$ cat src/rtl/zorro_bus_master.sv
// Zorro II / 68000 bus initiator: arbitrates (BR/BG/BGACK), runs one word/byte cycle per command,
// terminates on DTACK_n or BERR_n. Define BUS_TIMEOUT_EN to abort S_WAIT after TIMEOUT_CYCLES.
module zorro_bus_master #(
  parameter int TIMEOUT_CYCLES = 64,
  parameter int SYNC_STAGES    = 2
) (
  input  logic        CLK,
  input  logic        RESET,
  input  logic        cmd_valid,
  output logic        cmd_ready,
  input  logic        cmd_write,
  input  logic [22:0] cmd_addr,
  input  logic [15:0] cmd_wdata,
  input  logic        cmd_uds,
  input  logic        cmd_lds,
  output logic        rsp_valid,
  output logic [15:0] rsp_rdata,
  output logic        rsp_err,
  output logic        BR_n,
  output logic        BGACK_n,
  input  logic        BG_n,
  input  logic        AS_IN_n,
  input  logic        BGACK_IN_n,
  input  logic        DTACK_n,
  input  logic        BERR_n,
  output logic        AS_n,
  output logic        UDS_n,
  output logic        LDS_n,
  output logic        RW,
  output logic [22:0] ADDR_OUT,
  output logic [15:0] DOUT,
  input  logic [15:0] DIN,
  output logic        BUS_OE,
  output logic        DATA_OE
);

  typedef enum logic [2:0] {IDLE, REQ, OWN, S_ADDR, S_DS, S_WAIT, S_TERM, S_HOLD} state_t;
  state_t state_q, state_d;

  logic [SYNC_STAGES-1:0][4:0] sync_q;
  logic bg_s, as_in_s, bgack_in_s, dtack_s, berr_s;

  always_ff @(posedge CLK) begin
    if (RESET) sync_q <= '1;
    else       sync_q <= {sync_q[SYNC_STAGES-2:0], {BG_n, AS_IN_n, BGACK_IN_n, DTACK_n, BERR_n}};
  end
  assign {bg_s, as_in_s, bgack_in_s, dtack_s, berr_s} = sync_q[SYNC_STAGES-1];

  logic        pend_q, pend_d, cw_q, cw_d, cuds_q, cuds_d, clds_q, clds_d;
  logic [22:0] caddr_q, caddr_d;
  logic [15:0] cwdata_q, cwdata_d, rdata_q, rdata_d;
  logic        br_n_q, br_n_d, bgack_n_q, bgack_n_d, as_n_q, as_n_d;
  logic        uds_n_q, uds_n_d, lds_n_q, lds_n_d, rw_q, rw_d;
  logic        bus_oe_q, bus_oe_d, data_oe_q, data_oe_d;
  logic        rsp_valid_q, rsp_valid_d, rsp_err_q, rsp_err_d;
  logic        accept, no_strobe;
`ifdef BUS_TIMEOUT_EN
  localparam int TW = (TIMEOUT_CYCLES > 1) ? $clog2(TIMEOUT_CYCLES) : 1;
  logic [TW-1:0] tmo_q, tmo_d;
`endif

  // A command accepted in OWN while idle on the bus is parked in pend_q; the next OWN cycle starts it.
  assign cmd_ready = (state_q == IDLE) || (state_q == OWN && !pend_q);
  assign accept    = cmd_valid && cmd_ready;
  assign no_strobe = !cmd_uds && !cmd_lds;

  always_comb begin
    state_d     = state_q;
    pend_d      = pend_q;
    cw_d        = cw_q;
    cuds_d      = cuds_q;
    clds_d      = clds_q;
    caddr_d     = caddr_q;
    cwdata_d    = cwdata_q;
    rdata_d     = rdata_q;
    br_n_d      = br_n_q;
    bgack_n_d   = bgack_n_q;
    as_n_d      = as_n_q;
    uds_n_d     = uds_n_q;
    lds_n_d     = lds_n_q;
    rw_d        = rw_q;
    bus_oe_d    = bus_oe_q;
    data_oe_d   = data_oe_q;
    rsp_valid_d = 1'b0;
    rsp_err_d   = rsp_err_q;
`ifdef BUS_TIMEOUT_EN
    tmo_d       = tmo_q;
`endif
    if (accept) begin
      cw_d     = cmd_write;
      cuds_d   = cmd_uds;
      clds_d   = cmd_lds;
      caddr_d  = cmd_addr;
      cwdata_d = cmd_wdata;
    end
    case (state_q)
      IDLE: begin
        if (accept) begin
          if (no_strobe) begin
            rsp_valid_d = 1'b1;
            rsp_err_d   = 1'b1;
            rdata_d     = '0;
          end else begin
            state_d = REQ;
            br_n_d  = 1'b0;
            pend_d  = 1'b1;
          end
        end
      end
      REQ: begin
        if (!bg_s && as_in_s && bgack_in_s) begin
          state_d   = OWN;
          bgack_n_d = 1'b0;
          br_n_d    = 1'b1;
        end
      end
      OWN: begin
        if (pend_q) begin
          state_d  = S_ADDR;
          pend_d   = 1'b0;
          bus_oe_d = 1'b1;
          rw_d     = !cw_q;
        end else if (accept) begin
          if (no_strobe) begin
            rsp_valid_d = 1'b1;
            rsp_err_d   = 1'b1;
            rdata_d     = '0;
          end else begin
            pend_d = 1'b1;
          end
        end else begin
          state_d   = IDLE;
          bgack_n_d = 1'b1;
          bus_oe_d  = 1'b0;
        end
      end
      S_ADDR: begin
        state_d = S_DS;
        as_n_d  = 1'b0;
        if (cw_q) begin
          data_oe_d = 1'b1;
        end else begin
          uds_n_d = !cuds_q;
          lds_n_d = !clds_q;
        end
      end
      S_DS: begin
        state_d = S_WAIT;
        if (cw_q) begin
          uds_n_d = !cuds_q;
          lds_n_d = !clds_q;
        end
`ifdef BUS_TIMEOUT_EN
        tmo_d = '0;
`endif
      end
      S_WAIT: begin
        // BERR is checked first so it wins over a simultaneous DTACK.
        if (!berr_s) begin
          state_d   = S_TERM;
          rsp_err_d = 1'b1;
          rdata_d   = '0;
        end else if (!dtack_s) begin
          state_d   = S_TERM;
          rsp_err_d = 1'b0;
          rdata_d   = cw_q ? 16'h0000 : DIN;
        end
`ifdef BUS_TIMEOUT_EN
        else if (tmo_q == TW'(TIMEOUT_CYCLES - 1)) begin
          state_d   = S_TERM;
          rsp_err_d = 1'b1;
          rdata_d   = '0;
        end else begin
          tmo_d = tmo_q + 1'b1;
        end
`endif
      end
      S_TERM: begin
        state_d     = S_HOLD;
        as_n_d      = 1'b1;
        uds_n_d     = 1'b1;
        lds_n_d     = 1'b1;
        rsp_valid_d = 1'b1;
      end
      S_HOLD: begin
        rw_d      = 1'b1;
        data_oe_d = 1'b0;
        if (dtack_s && berr_s) state_d = OWN;
      end
      default: state_d = IDLE;
    endcase
  end

  always_ff @(posedge CLK) begin
    if (RESET) begin
      state_q     <= IDLE;
      pend_q      <= 1'b0;
      cw_q        <= 1'b0;
      cuds_q      <= 1'b0;
      clds_q      <= 1'b0;
      caddr_q     <= '0;
      cwdata_q    <= '0;
      rdata_q     <= '0;
      br_n_q      <= 1'b1;
      bgack_n_q   <= 1'b1;
      as_n_q      <= 1'b1;
      uds_n_q     <= 1'b1;
      lds_n_q     <= 1'b1;
      rw_q        <= 1'b1;
      bus_oe_q    <= 1'b0;
      data_oe_q   <= 1'b0;
      rsp_valid_q <= 1'b0;
      rsp_err_q   <= 1'b0;
`ifdef BUS_TIMEOUT_EN
      tmo_q       <= '0;
`endif
    end else begin
      state_q     <= state_d;
      pend_q      <= pend_d;
      cw_q        <= cw_d;
      cuds_q      <= cuds_d;
      clds_q      <= clds_d;
      caddr_q     <= caddr_d;
      cwdata_q    <= cwdata_d;
      rdata_q     <= rdata_d;
      br_n_q      <= br_n_d;
      bgack_n_q   <= bgack_n_d;
      as_n_q      <= as_n_d;
      uds_n_q     <= uds_n_d;
      lds_n_q     <= lds_n_d;
      rw_q        <= rw_d;
      bus_oe_q    <= bus_oe_d;
      data_oe_q   <= data_oe_d;
      rsp_valid_q <= rsp_valid_d;
      rsp_err_q   <= rsp_err_d;
`ifdef BUS_TIMEOUT_EN
      tmo_q       <= tmo_d;
`endif
    end
  end

  assign rsp_valid = rsp_valid_q;
  assign rsp_rdata = rdata_q;
  assign rsp_err   = rsp_err_q;
  assign BR_n      = br_n_q;
  assign BGACK_n   = bgack_n_q;
  assign AS_n      = as_n_q;
  assign UDS_n     = uds_n_q;
  assign LDS_n     = lds_n_q;
  assign RW        = rw_q;
  assign ADDR_OUT  = caddr_q;
  assign DOUT      = cwdata_q;
  assign BUS_OE    = bus_oe_q;
  assign DATA_OE   = data_oe_q;

endmodule

$ cat config.mk
export PLATFORM = sky130hd
export DESIGN_NAME = zorro_bus_master
export DESIGN_NICKNAME = d
export VERILOG_FILES = /design/src/rtl/zorro_bus_master.sv
export SDC_FILE = /design/constraint.sdc
export NUM_CORES = 1
export LEC_CHECK = 0
export ABC_CLOCK_PERIOD_IN_PS = 1650
export CAP_MARGIN = 0
export CORE_MARGIN = 10
export CORE_UTILIZATION = 39
export CTS_BUF_LIST = sky130_fd_sc_hd__clkbuf_8
export DETAILED_ROUTE_END_ITERATION = 7
export HOLD_SLACK_MARGIN = 0.1
export PLACE_DENSITY_LB_ADDON = 0.12
export SLEW_MARGIN = 20
export SYNTH_ARGS = -nofsm -noshare
export SYNTH_HDL_FRONTEND = slang
export SYNTH_SLANG_ARGS = --single-unit
$ cat constraint.sdc
create_clock -name CLK -period 1.65 [get_ports CLK]
set_clock_uncertainty 0.15 [all_clocks]
set_input_delay 0.165 -clock CLK [delete_from_list [all_inputs] [get_ports CLK]]
set_output_delay 0.165 -clock CLK [all_outputs]
set_load 0.03 [all_outputs]
==> run summary <==
Sw frac: 25.15%
Pwr/cell area: 935.2 nW/um^2
DRT Pass-1 Iters: 4
Initial antenna violation count: 0
Vias per cell: 4.732
GR Overflow Total: 0
Count of non-filler cells in the finished layout: 608
Failing checks: setup timing
Pwr Total: 4.622 mW
Drt total wl: 9197 um
First-pass GRT wire length: 13620 um
Post-synth cell types: 38
Pin count of the biggest net entering global routing: 82
DP Cell Count: 584
Longest Clk Path Bufs: 2
Sw Pwr: 1.163 mW
CP startpoint kind: flip-flop
Io pins: 132
Initial DRC Count: 123
CTS tree: yes
CTS clk-pin slew, worst paths: 0.08 ns
Clock Sink Count: 82
Site row count: 32
Hold path depth: 3
Int Power: 3.459 mW
Post-synth ARST share: 0%
PortBufs: 131
Mapped cell area: 3097 um^2
Layout cells sized above 1: 13.24%
Clk network pwr share: 36.5%
Synth Net Count: 423
Die Ht: 109.1 um
Crit-path max FO: 8
Seq/Total Area, Yosys: 53.01%
Setup ws final: -0.06227 ns
Worst EP arrival: 1.83 ns
Post-Syn Instances: 357
H-Tree Depth: 3
Max IR drop VDD: 542.3 uV
Hold WC Path Type: in -> reg
Peak Freq: 0.5840 GHz
Gp weighted congestion: 0.7837
DR DRC count: 0
Die area: 11910 um^2
WP data required: 1.77 ns
Synth Register Bits: 82
Hpwl dp: 6200 um
# setup viols final: 16
Setup Slack @ Placement: -0.02933 ns
Commonest non-fill, non-tap cell in the layout: nand2_1
Core Box Area: 7727 um^2
Fin crit period: 1.712 ns
FF-to-FF path depth: 6
Commonest non-fill, non-tap cells in the layout: nand2_1, dfxtp_1, dlygate4sd2_1
Initial core utilization: 40.07%
Combinational fraction of design power: 17.6%
P_leak: 2.090 nW
Run status: finished with violations
Hold Buf Count CTS: 0
Period Utilization, post-route: 103.8%
RSZ-0062 raised after global routing: yes
Seq pwr share: 45.9%
Worst-margin pin slew: 0.4568 ns
Final antenna-violating net count: 0
Layout net count: 567
GRT Util Overall: 14.16%
Main synth FF type: dfxtp_1
Worst Setup Path Type: reg -> reg
Final hold vios: 0
Avg WL per Cell: 15.13 um
Max capacitance violation total: 0
CTS buffer count: 9
DIE WIDTH: 109.1 um
Number of global-route vias before repair: 2774
Slew Viols, Final: 0
Post-synth EDFFs: 0
Ant. Diodes: 0
Root Buffer: clkbuf_8
Synth warn: 0
DR vias: 2877
Mean Syn Cell Area: 8.674 um^2
Worst-skew pair later-pin latency: 0.34 ns
Rel. slew slack: 69.22%
Area Growth Syn to Fin: 59.60%
Crit end category: flip-flop
-- layout make-up --
class / count / area (um^2)
repair buffers: 158 / 1579
well taps: 102 / 127.6
clock inverters: 7 / 110.1
fillers: 673 / 2785
flip-flops and latches: 82 / 1649
inverters: 3 / 11.26
clock buffers: 9 / 123.9
multi-input cells: 247 / 1341
-- worst max-delay path: stages (launching register included) --
cell	delay [ns]
dfxtp_4	0.37
a211oi_4	0.24
nand2_2	0.13
o32ai_4	0.26
buf_12	0.16
clkbuf_16	0.15
mux2i_1	0.17
-- synth_stat cells, drive strengths merged (2+ instances only) --
cell,count,area share [%]
o31a,2,0.57
buf,10,2.7
inv,3,0.36
mux2i,16,5.2
nor3,2,0.32
o22ai,2,0.40
clkbuf,15,1.8
nand3,2,0.32
nand2,107,13
a21oi,51,8.2
a211oi,2,0.89
a31oi,3,0.61
nor2b,2,0.40
nand2b,20,4.0
o21ai,4,0.65
or2,10,2.0
and2,2,0.40
nor2,8,0.97
dfxtp,82,53
-- power groups by stage --
| stage | combinational [mW] | clock [mW] | sequential [mW] |
|---|---|---|---|
| floorplan | 0.265 | 0 | 2.31 |
| global placement | 0.785 | 0 | 2.17 |
| detailed placement | 0.794 | 0 | 2.17 |
| CTS | 0.747 | 1.73 | 2.12 |
| global route | 0.879 | 1.80 | 2.13 |
| finish | 0.815 | 1.69 | 2.12 |
-- sequential cells by signal, summed over array words and instances (netlist names), 3 cells and up --
signal	flops
ADDR_OUT	23
state_q	3
DOUT	16
rsp_rdata	16
sync_q	5
-- cell families after synthesis --
logic type                count (synthesis)  share of synthesized area, %
AOI/OAI and AO/OA                        71                         13.46
xor gates and xnor gates                  1                        0.2829
buffers and inverters                    28                         4.848
DFF                                      82                         53.01
muxes                                    16                         5.172
and+or+nand+nor                         159                         23.23
-- repair_timing --
item	CTS	global route
setup buffers	0	3
setup endpoints to repair	86	59
cloned	0	6
pin swaps	0	1
resized for setup	68	8
endpoints found under the hold margin	0	0
-- through the flow --
step                utilization, %  hold slack (ns)  area (um^2)  TNS [ns]
floorplan                        -           0.1188         3133    -4.353
global placement             59.52           0.2464         4599         0
detailed placement           59.52           0.2470         4599   -0.1512
CTS                          61.56           0.1753         4757  -0.04107
global route                 63.96           0.1960         4942    -1.608
finish                       63.96           0.1777         4942   -0.5749
-- path summary, 6_finish.rpt --
path / from / end / slack, ns
setup / recovery: state_q[0] / rsp_rdata[3] / -0.06
hold reg to reg: sync_q[1] / dtack_s / 0.26
hold / removal: RESET / DOUT[9] / 0.18
setup reg to reg: state_q[0] / rsp_rdata[3] / -0.06
-- per-layer routing --
layer | part of all wire (%) | up-vias | global-route usage [%]
li1 | - | 1467 | -
met1 | 42 | 1304 | 16.75
met2 | 46 | 96 | 21.12
met3 | 11 | 10 | 7.375
met4 | 1.4 | 0 | 5.838
met5 | 0 | - | 0
(Power assumes the default switching activity.)
